<file path="config.mk">
export PLATFORM = sky130hd
export DESIGN_NAME = encoder_decimal_to_bcd_keypad
export DESIGN_NICKNAME = d
export VERILOG_FILES = /design/src/rtl/keypad_pkg.sv /design/src/rtl/sync_2ff.sv /design/src/rtl/encoder_decimal_to_bcd_keypad.sv
export SDC_FILE = /design/constraint.sdc
export NUM_CORES = 1
export LEC_CHECK = 0
export ABC_AREA = 1
export BUFFER_PORTS_ARGS = -buffer_cell sky130_fd_sc_hd__buf_2
export CORE_MARGIN = 1
export CORE_UTILIZATION = 50
export DETAILED_ROUTE_END_ITERATION = 8
export GPL_ROUTABILITY_DRIVEN = 0
export GPL_TIMING_DRIVEN = 0
export PLACE_DENSITY = 0.8
export SETUP_SLACK_MARGIN = 0.2
export SLEW_MARGIN = 10
export SYNTH_ARGS = -nofsm -noshare
export SYNTH_HDL_FRONTEND = slang
export SYNTH_SLANG_ARGS = --single-unit
</file>
<file path="constraint.sdc">
create_clock -name clk_i -period 6.6 [get_ports clk_i]
set_clock_uncertainty 0.2 [all_clocks]
set_input_delay 1.65 -clock clk_i [delete_from_list [all_inputs] [get_ports clk_i]]
set_output_delay 1.65 -clock clk_i [all_outputs]
set_load 0.05 [all_outputs]
</file>
<file path="src/rtl/keypad_pkg.sv">
// ============================================================================
// keypad_pkg : shared types, constants and key-vector encoder for the keypad
// Revision   : 1.0 - initial release
// ============================================================================
`default_nettype none

package keypad_pkg;

  localparam int KEY_COUNT = 10;
  localparam int BCD_WIDTH = 4;

  typedef enum logic [1:0] {
    IDLE     = 2'd0,
    PRESS_DB = 2'd1,
    HELD     = 2'd2,
    REL_DB   = 2'd3
  } state_e;

  typedef struct packed {
    logic [BCD_WIDTH-1:0] code;
    logic                 onehot;
  } bcd_res_t;

  // Code is only meaningful when onehot is set.
  function automatic bcd_res_t onehot10_to_bcd(input logic [KEY_COUNT-1:0] keys);
    bcd_res_t   res;
    logic [3:0] n_set;
    res   = '0;
    n_set = '0;
    for (int i = 0; i < KEY_COUNT; i++) begin
      if (keys[i]) begin
        res.code = BCD_WIDTH'(i);
        n_set    = n_set + 4'd1;
      end
    end
    res.onehot = (n_set == 4'd1);
    return res;
  endfunction

endpackage

`default_nettype wire

</file>
<file path="src/rtl/sync_2ff.sv">
// ============================================================================
// sync_2ff : two-flop synchronizer for asynchronous level inputs
// Revision : 1.0 - initial release
// ============================================================================
`default_nettype none

module sync_2ff #(
  parameter int WIDTH = 1
) (
  input  logic             clk_i,
  input  logic             rst_ni,
  input  logic [WIDTH-1:0] d_i,
  output logic [WIDTH-1:0] q_o
);

  logic [WIDTH-1:0] meta_q;
  logic [WIDTH-1:0] sync_q;

  always_ff @(posedge clk_i or negedge rst_ni) begin
    if (!rst_ni) begin
      meta_q <= '0;
      sync_q <= '0;
    end else begin
      meta_q <= d_i;
      sync_q <= meta_q;
    end
  end

  assign q_o = sync_q;

endmodule

`default_nettype wire

</file>
<file path="src/rtl/encoder_decimal_to_bcd_keypad.sv">
// ============================================================================
// encoder_decimal_to_bcd_keypad : debounced 10-key keypad to BCD encoder
//                                 with a shifting multi-digit entry register
// Revision : 1.0 - initial release
// ============================================================================
`default_nettype none

module encoder_decimal_to_bcd_keypad
  import keypad_pkg::*;
#(
  parameter int DEBOUNCE_CYCLES = 4,
  parameter int NUM_DIGITS      = 4
) (
  input  logic                            clk_i,
  input  logic                            rst_ni,
  input  logic [KEY_COUNT-1:0]            key_i,
  input  logic                            clear_i,
  output logic [BCD_WIDTH-1:0]            code_o,
  output logic                            valid_o,
  output logic                            error_o,
  output logic                            busy_o,
  output logic [BCD_WIDTH*NUM_DIGITS-1:0] digits_o
);

  localparam int                DW       = BCD_WIDTH * NUM_DIGITS;
  localparam int                CNT_W    = $clog2(DEBOUNCE_CYCLES + 1);
  localparam logic [CNT_W-1:0]  CNT_LAST = CNT_W'(DEBOUNCE_CYCLES);

  logic [KEY_COUNT-1:0] ks;
  logic [KEY_COUNT-1:0] kcap_q;
  state_e               state_q;
  logic [CNT_W-1:0]     cnt_q;
  logic [CNT_W-1:0]     cnt_inc;
  logic [BCD_WIDTH-1:0] code_q;
  logic                 valid_q;
  logic                 error_q;
  logic                 busy_q;
  logic [DW-1:0]        digits_q;
  logic [DW-1:0]        digits_d;
  logic [DW-1:0]        digits_base;
  logic                 press_done;
  logic                 accept;
  bcd_res_t             res;

  sync_2ff #(
    .WIDTH (KEY_COUNT)
  ) u_key_sync (
    .clk_i  (clk_i),
    .rst_ni (rst_ni),
    .d_i    (key_i),
    .q_o    (ks)
  );

  assign res        = onehot10_to_bcd(kcap_q);
  assign cnt_inc    = cnt_q + 1'b1;
  assign press_done = (state_q == PRESS_DB) && (ks == kcap_q) && (cnt_inc == CNT_LAST);
  assign accept     = press_done && res.onehot;

  // Clear is applied first so a coincident accept lands in an all-zero register.
  always_comb begin
    digits_base = clear_i ? '0 : digits_q;
    digits_d    = digits_base;
    if (accept) begin
      digits_d = (digits_base << BCD_WIDTH) | DW'(res.code);
    end
  end

  always_ff @(posedge clk_i or negedge rst_ni) begin
    if (!rst_ni) begin
      digits_q <= '0;
    end else begin
      digits_q <= digits_d;
    end
  end

  always_ff @(posedge clk_i or negedge rst_ni) begin
    if (!rst_ni) begin
      state_q <= IDLE;
      kcap_q  <= '0;
      cnt_q   <= '0;
      code_q  <= '0;
      valid_q <= 1'b0;
      error_q <= 1'b0;
      busy_q  <= 1'b0;
    end else begin
      valid_q <= 1'b0;
      error_q <= 1'b0;
      case (state_q)
        IDLE: begin
          if (ks != '0) begin
            kcap_q  <= ks;
            cnt_q   <= '0;
            state_q <= PRESS_DB;
            busy_q  <= 1'b1;
          end
        end
        PRESS_DB: begin
          if (ks != kcap_q) begin
            state_q <= IDLE;
            busy_q  <= 1'b0;
          end else if (press_done) begin
            cnt_q   <= cnt_inc;
            state_q <= HELD;
            if (res.onehot) begin
              code_q  <= res.code;
              valid_q <= 1'b1;
            end else begin
              error_q <= 1'b1;
            end
          end else begin
            cnt_q <= cnt_inc;
          end
        end
        HELD: begin
          if (ks == '0) begin
            cnt_q   <= '0;
            state_q <= REL_DB;
          end
        end
        REL_DB: begin
          if (ks != '0) begin
            state_q <= HELD;
          end else if (cnt_inc == CNT_LAST) begin
            state_q <= IDLE;
            busy_q  <= 1'b0;
          end else begin
            cnt_q <= cnt_inc;
          end
        end
        default: begin
          state_q <= IDLE;
          busy_q  <= 1'b0;
        end
      endcase
    end
  end

  assign code_o   = code_q;
  assign valid_o  = valid_q;
  assign error_o  = error_q;
  assign busy_o   = busy_q;
  assign digits_o = digits_q;

endmodule

`default_nettype wire

</file>
==> results.cfg, run 1 <==
[status]
run_status = completed

[power_and_ir_drop]
ir_drop_mv = 0.356
p_leak_nw = 2.14
switching_power_share_of_the_total = 0.501
cellPowerDensity_nw_per_um2 = 579
sequentialPowerShare = 0.203
internal_power_mw = 1.11
switching_power_mw = 1.12
comb_power_share = 0.653
power.clock.fraction = 0.144

[yosys]
synthesis.area_sq_um = 3310
yosys_warnings = 0
synth_top_area_frac = 0.439
yosysUniqueCellTypes = 32
synth-edff-count = 0
synthArstFlopShare = 1.00
postSynthCellCount = 412
post_synth_main_area_contributors = sky130_fd_sc_hd__dfrtp_1, sky130_fd_sc_hd__nand2_1, sky130_fd_sc_hd__inv_1
synth.largest_area_cell = sky130_fd_sc_hd__dfrtp_1
yosysSeqAreaShare = 0.439
postSynthAreaPerCell_sq_um = 8.02
synthesis.nets = 436
yosys_register_bits = 58
ys.flop_type = sky130_fd_sc_hd__dfrtp_1

[timing]
clock.fmax_mhz = 165
min_period_over_period = 0.916
hold_ws_ns = 0.147
post-route-min-period_ns = 6.05
hold_viol = 0
worstMarginPinSlew_ns = 0.715
grt_setup_unrepaired = false
slew_headroom = 0.523
timing.final.setup_violations = 0
timing.setup.tns_ns = 0
drv_slew = 0

[setup_path]
arrival_ns = 6.08
setup_crit_start_kind = register
critical_path_peak_fanout = 6
setup.worst_path.class = reg2reg
cp_num_buf_inv = 7
end_kind = register
cpMaxStageDelayCell = sky130_fd_sc_hd__dfrtp_1
required_time_at_the_worst_slack_endpoint_ns = 6.64
critPathTopFamily = simple AND/OR/NAND/NOR gates
timing.critical_path.slowest_cell_delay_ns = 0.41

[die]
die_area_sq_um = 6940
width_of_the_die_microns = 83.3
design.portCount = 36
design.core.area_sq_um = 6350
die_height_microns = 83.3
initial_core_utilization = 0.521
core.rowCount = 29

[cts]
tritoncts = done
cts_htree_levels = 3
cts-hold-fix-buffers = 0
cts_sinks = 58
max-clock-path-buffers = 2
clk_root_buffer_cell = sky130_fd_sc_hd__clkbuf_8
clock_insertion_delay_worst_skew_ns = 0.34
clk_pin_slew_ns = 0.07
cts_made_buffers = 9

[finish]
multi_input_comb_area_sq_um = 1560
register_area_sq_um = 1450
area.growth.synth_to_final_pct = 16.9
utilization = 0.609
fillCellCount = 519
mostFrequentLayoutCells = sky130_fd_sc_hd__nand2_1, sky130_fd_sc_hd__inv_1, sky130_fd_sc_hd__dfrtp_1
nNetsFinal = 487
layout.cells.non_filler = 543
layout.cells.most_common = sky130_fd_sc_hd__nand2_1
layout_cell_share_with_drive_strength_beyond_1 = 0.273
diodes = 0

[route]
drt-wirelength-per-cell_microns = 11.8
num_vias = 2747
final_antenna_net_count = 0
via_per_inst = 5.06
post-route-drc-count = 0
route.final.wire_length_microns = 6430
detailedRoute.firstIterationViolations = 136
first_pass_iters = 4

[placement]
placed_cells = 524
hpwlAfterDp_microns = 4690
placement.io_buffers = 35

[global_route]
grt_pass1_wl_microns = 11000
track_usage = 0.197
grt_max_degree = 59
initial_antenna_violation_count = 0
grt_overflow = 0
number_of_global_route_vias_before_repair = 2641

[hold_path]
min_path_type = reg2reg

[run]
max_cap_viol_count = 0
## through the flow
step / power (mW) / instance area [sq um] / setup WS, ns
2_1_floorplan: 1.57 / 3310 / 0.910
3_3_place_gp: 1.74 / 3580 / 0.558
3_5_place_dp: 1.82 / 3580 / 0.416
4_1_cts: 2.14 / 3770 / 0.377
5_1_grt: 2.48 / 3860 / 0.248
6_report: 2.24 / 3860 / 0.552
## state kept, by name (all words and copies together), names as in the netlist
register,count
code_o,4
error_o,1
digits_o,16
u_key_sync.q_o,10
cnt_q,3
kcap_q,10
u_key_sync.meta_q,10
valid_o,1
state_q,2
busy_o,1
## metal layers
layer | vias up | share of wire | GRT usage
li1 | 1407 | - | -
met4 | 0 | 0.024 | 0.0909
met2 | 59 | 0.49 | 0.335
met1 | 1263 | 0.44 | 0.232
met5 | - | 0 | 0
met3 | 18 | 0.040 | 0.0537
## what timing repair did
item | 4_1_cts | 5_1_grt
resized for setup | 0 | 14
endpoints found under the setup margin | 0 | 22
setup buffers | 0 | 2
## power by group through the flow
| stage | sequential [mW] | clock (mW) | combinational (mW) |
|---|---|---|---|
| finish | 0.454 | 0.323 | 1.46 |
| global placement | 0.455 | 0 | 1.28 |
| detailed placement | 0.459 | 0 | 1.36 |
| floorplan | 0.455 | 0 | 1.12 |
| CTS | 0.452 | 0.329 | 1.36 |
| global route | 0.461 | 0.343 | 1.68 |
## final cells by class
cell class | count | share of cell area
buffer | 10 | 0.0197
clock buffer | 11 | 0.0392
clock inverter | 3 | 0.0104
inverter | 69 | 0.0677
multi-input combinational | 276 | 0.404
sequential | 58 | 0.376
tap | 77 | 0.0249
timing repair buffer | 39 | 0.0583
## synthesized netlist by cell type (7+ instances only)
library cell,instances
sky130_fd_sc_hd__inv_2,7
sky130_fd_sc_hd__nor2_1,23
sky130_fd_sc_hd__o21ai_0,19
sky130_fd_sc_hd__nand2_2,15
sky130_fd_sc_hd__nand3_1,31
sky130_fd_sc_hd__dfrtp_1,58
sky130_fd_sc_hd__a21oi_1,7
sky130_fd_sc_hd__inv_1,61
sky130_fd_sc_hd__ha_1,11
sky130_fd_sc_hd__o21ai_2,8
sky130_fd_sc_hd__nand2_1,115
## kinds of logic (layout without fill, tap and decap cells)
logic type,Yosys count,after routing,synth area share
and+or+nand+nor,221,222,0.341
buffers and inverters,79,132,0.101
DFF,58,58,0.439
AOI/OAI and AO/OA,42,42,0.0749
adders and majority gates,11,11,0.0416
xor gates and xnor gates,1,1,0.00265
## worst paths after layout
kind / startpoint / endpoint / slack, ns / cells past startpoint
worst min-delay path: u_key_sync.meta_q[8] / u_key_sync.q_o[8] / 0.15 / 0
worst max register to register: kcap_q[0] / digits_o[7] / 0.55 / 36
worst max-delay path: kcap_q[0] / digits_o[7] / 0.55 / 36
worst min register to register: u_key_sync.meta_q[8] / u_key_sync.q_o[8] / 0.15 / 0
min in group asynchronous: rst_ni / kcap_q[3] / 1.16 / 1
max in group asynchronous: rst_ni / code_o[2] / 4.56 / 1
Power figures use the tool's default switching activity.
==> inputs of run 2 (changes only) <==
--- a/config.mk
+++ b/config.mk
@@ -14,7 +14,6 @@
 export GPL_TIMING_DRIVEN = 0
 export PLACE_DENSITY = 0.8
 export SETUP_SLACK_MARGIN = 0.2
-export SLEW_MARGIN = 10
 export SYNTH_ARGS = -nofsm -noshare
 export SYNTH_HDL_FRONTEND = slang
 export SYNTH_SLANG_ARGS = --single-unit
==> constraint.sdc (replaced) <==
create_clock -name clk_i -period 6.6 [get_ports clk_i]
set_clock_uncertainty 0.2 [all_clocks]
set_input_delay 0.33 -clock clk_i [delete_from_list [all_inputs] [get_ports clk_i]]
set_output_delay 0.33 -clock clk_i [all_outputs]
set_load 0.05 [all_outputs]
==> run 2 against run 1 <==
Via count rose by 1.5%. First-iteration DRC count grew 1.5%. Fmax barely moved. Wire length up 1.9%. Clock-buffer cell count is the same. Setup slack about the same. Final area increased by 2.8%. Clock power about the same. Critical endpoint unchanged. Highest routed layer unchanged.
==> results.cfg, run 2 (synthesized netlist as in run 1, its figures left out) <==
[finish]
nNetsFinal = 498
largest_register_ffs = 16
mostFrequentLayoutCells = sky130_fd_sc_hd__nand2_1, sky130_fd_sc_hd__inv_1, sky130_fd_sc_hd__dfrtp_1
layout.cells.non_filler = 554
layout_cell_share_with_drive_strength_beyond_1 = 0.266
layout.cells.most_common = sky130_fd_sc_hd__nand2_1
area.growth.synth_to_final_pct = 20.2
stdcell_area_sq_um = 3980
diodes = 0
utilization = 0.626

[setup_path]
end_kind = register
critical_path_peak_fanout = 6
required_time_at_the_worst_slack_endpoint_ns = 6.64
critPathTopFamily = simple AND/OR/NAND/NOR gates
arrival_ns = 6.08
setup.worst_path.class = reg2reg
cpMaxStageDelayCell = sky130_fd_sc_hd__dfrtp_1
timing.critical_path.slowest_cell_delay_ns = 0.41
cp_num_buf_inv = 7
setup_crit_start_kind = register

[die]
width_of_the_die_microns = 83.3
core.rowCount = 29
die_area_sq_um = 6940
design.core.area_sq_um = 6350
design.portCount = 36
die_height_microns = 83.3
initial_core_utilization = 0.521

[placement]
placement.cell_area_sq_um = 3580
hpwlAfterDp_microns = 4690
pre_cts_ws_ns = 0.416
placement.io_buffers = 35
placed_cells = 524

[timing]
finalWorstSetupSlack_ns = 0.551
min_period_over_period = 0.916
drv_slew = 0
hold_ws_ns = 0.123
worstMarginPinSlew_ns = 0.719
hold_viol = 0
timing.setup.tns_ns = 0
timing.final.setup_violations = 0
post-route-min-period_ns = 6.05
clock.fmax_mhz = 165
slew_headroom = 0.520
grt_setup_unrepaired = false

[route]
final_antenna_net_count = 0
post-route-drc-count = 0
route.final.wire_length_microns = 6550
num_vias = 2789
drt-wirelength-per-cell_microns = 11.8
first_pass_iters = 4
detailedRoute.firstIterationViolations = 138
via_per_inst = 5.03

[global_route]
grt_overflow = 0
initial_antenna_violation_count = 0
grt_max_degree = 59
grt_pass1_wl_microns = 11100
track_usage = 0.200
number_of_global_route_vias_before_repair = 2687

[cts]
clock_insertion_delay_worst_skew_ns = 0.34
max-clock-path-buffers = 2
cts_sinks = 58
clk_pin_slew_ns = 0.07
cts_htree_levels = 3
tritoncts = done
cts_made_buffers = 9
clk_root_buffer_cell = sky130_fd_sc_hd__clkbuf_8

[power_and_ir_drop]
totalPowerFinal_mw = 2.24
comb_power_share = 0.653
cellPowerDensity_nw_per_um2 = 564
internal_power_mw = 1.12
ir_drop_mv = 0.356
sequentialPowerShare = 0.203
power.clock.fraction = 0.144
switching_power_mw = 1.12
switching_power_share_of_the_total = 0.501
p_leak_nw = 2.18

[status]
run_status = completed

[hold_path]
min_path_type = in2reg

[run]
max_cap_viol_count = 0
## run 2: power by group through the flow
stage | sequential [mW] | combinational (mW) | clock [mW]
after floorplan | 0.455 | 1.12 | 0
after global placement | 0.455 | 1.28 | 0
after detailed placement | 0.459 | 1.36 | 0
after CTS | 0.452 | 1.37 | 0.329
after global routing | 0.461 | 1.68 | 0.343
final | 0.454 | 1.46 | 0.323
## run 2: worst paths after layout
path,start,endpoint,slack [ns],cells after the start
max in group asynchronous,rst_ni,code_o[2],5.31,2
min in group asynchronous,rst_ni,kcap_q[3],0.40,2
hold / removal,clear_i,digits_o[10],0.12,4
hold reg to reg,u_key_sync.meta_q[8],u_key_sync.q_o[8],0.15,0
setup reg to reg,kcap_q[0],digits_o[7],0.55,36
setup / recovery,kcap_q[0],digits_o[7],0.55,36
## run 2: area by class of cell
class | count | area [sq um]
fillers | 506 | 2370
multi-input cells | 276 | 1560
flip-flops and latches | 58 | 1450
repair buffers | 50 | 335
inverters | 69 | 262
clock buffers | 11 | 151
well taps | 77 | 96.3
plain buffers | 10 | 76.3
clock inverters | 3 | 40.0
## run 2: repair_timing
action | CTS | global route
hold endpoints to repair | 10 | 58
gates resized for setup | 0 | 14
setup endpoints to repair | 0 | 22
hold buffers | 10 | 1
buffers inserted | 0 | 2
## run 2: worst min-delay path, cell delays in order
cell	delay [ns]
sky130_fd_sc_hd__buf_2	0.12
sky130_fd_sc_hd__nor2_1	0.06
sky130_fd_sc_hd__nand2_1	0.07
sky130_fd_sc_hd__o21ai_2	0.05
## run 2: metal layers
| metal | part of all wire | track usage |
|---|---|---|
| met1 | 0.44 | 0.234 |
| met2 | 0.50 | 0.342 |
| met3 | 0.039 | 0.0537 |
| met4 | 0.024 | 0.0909 |
| met5 | 0 | 0 |
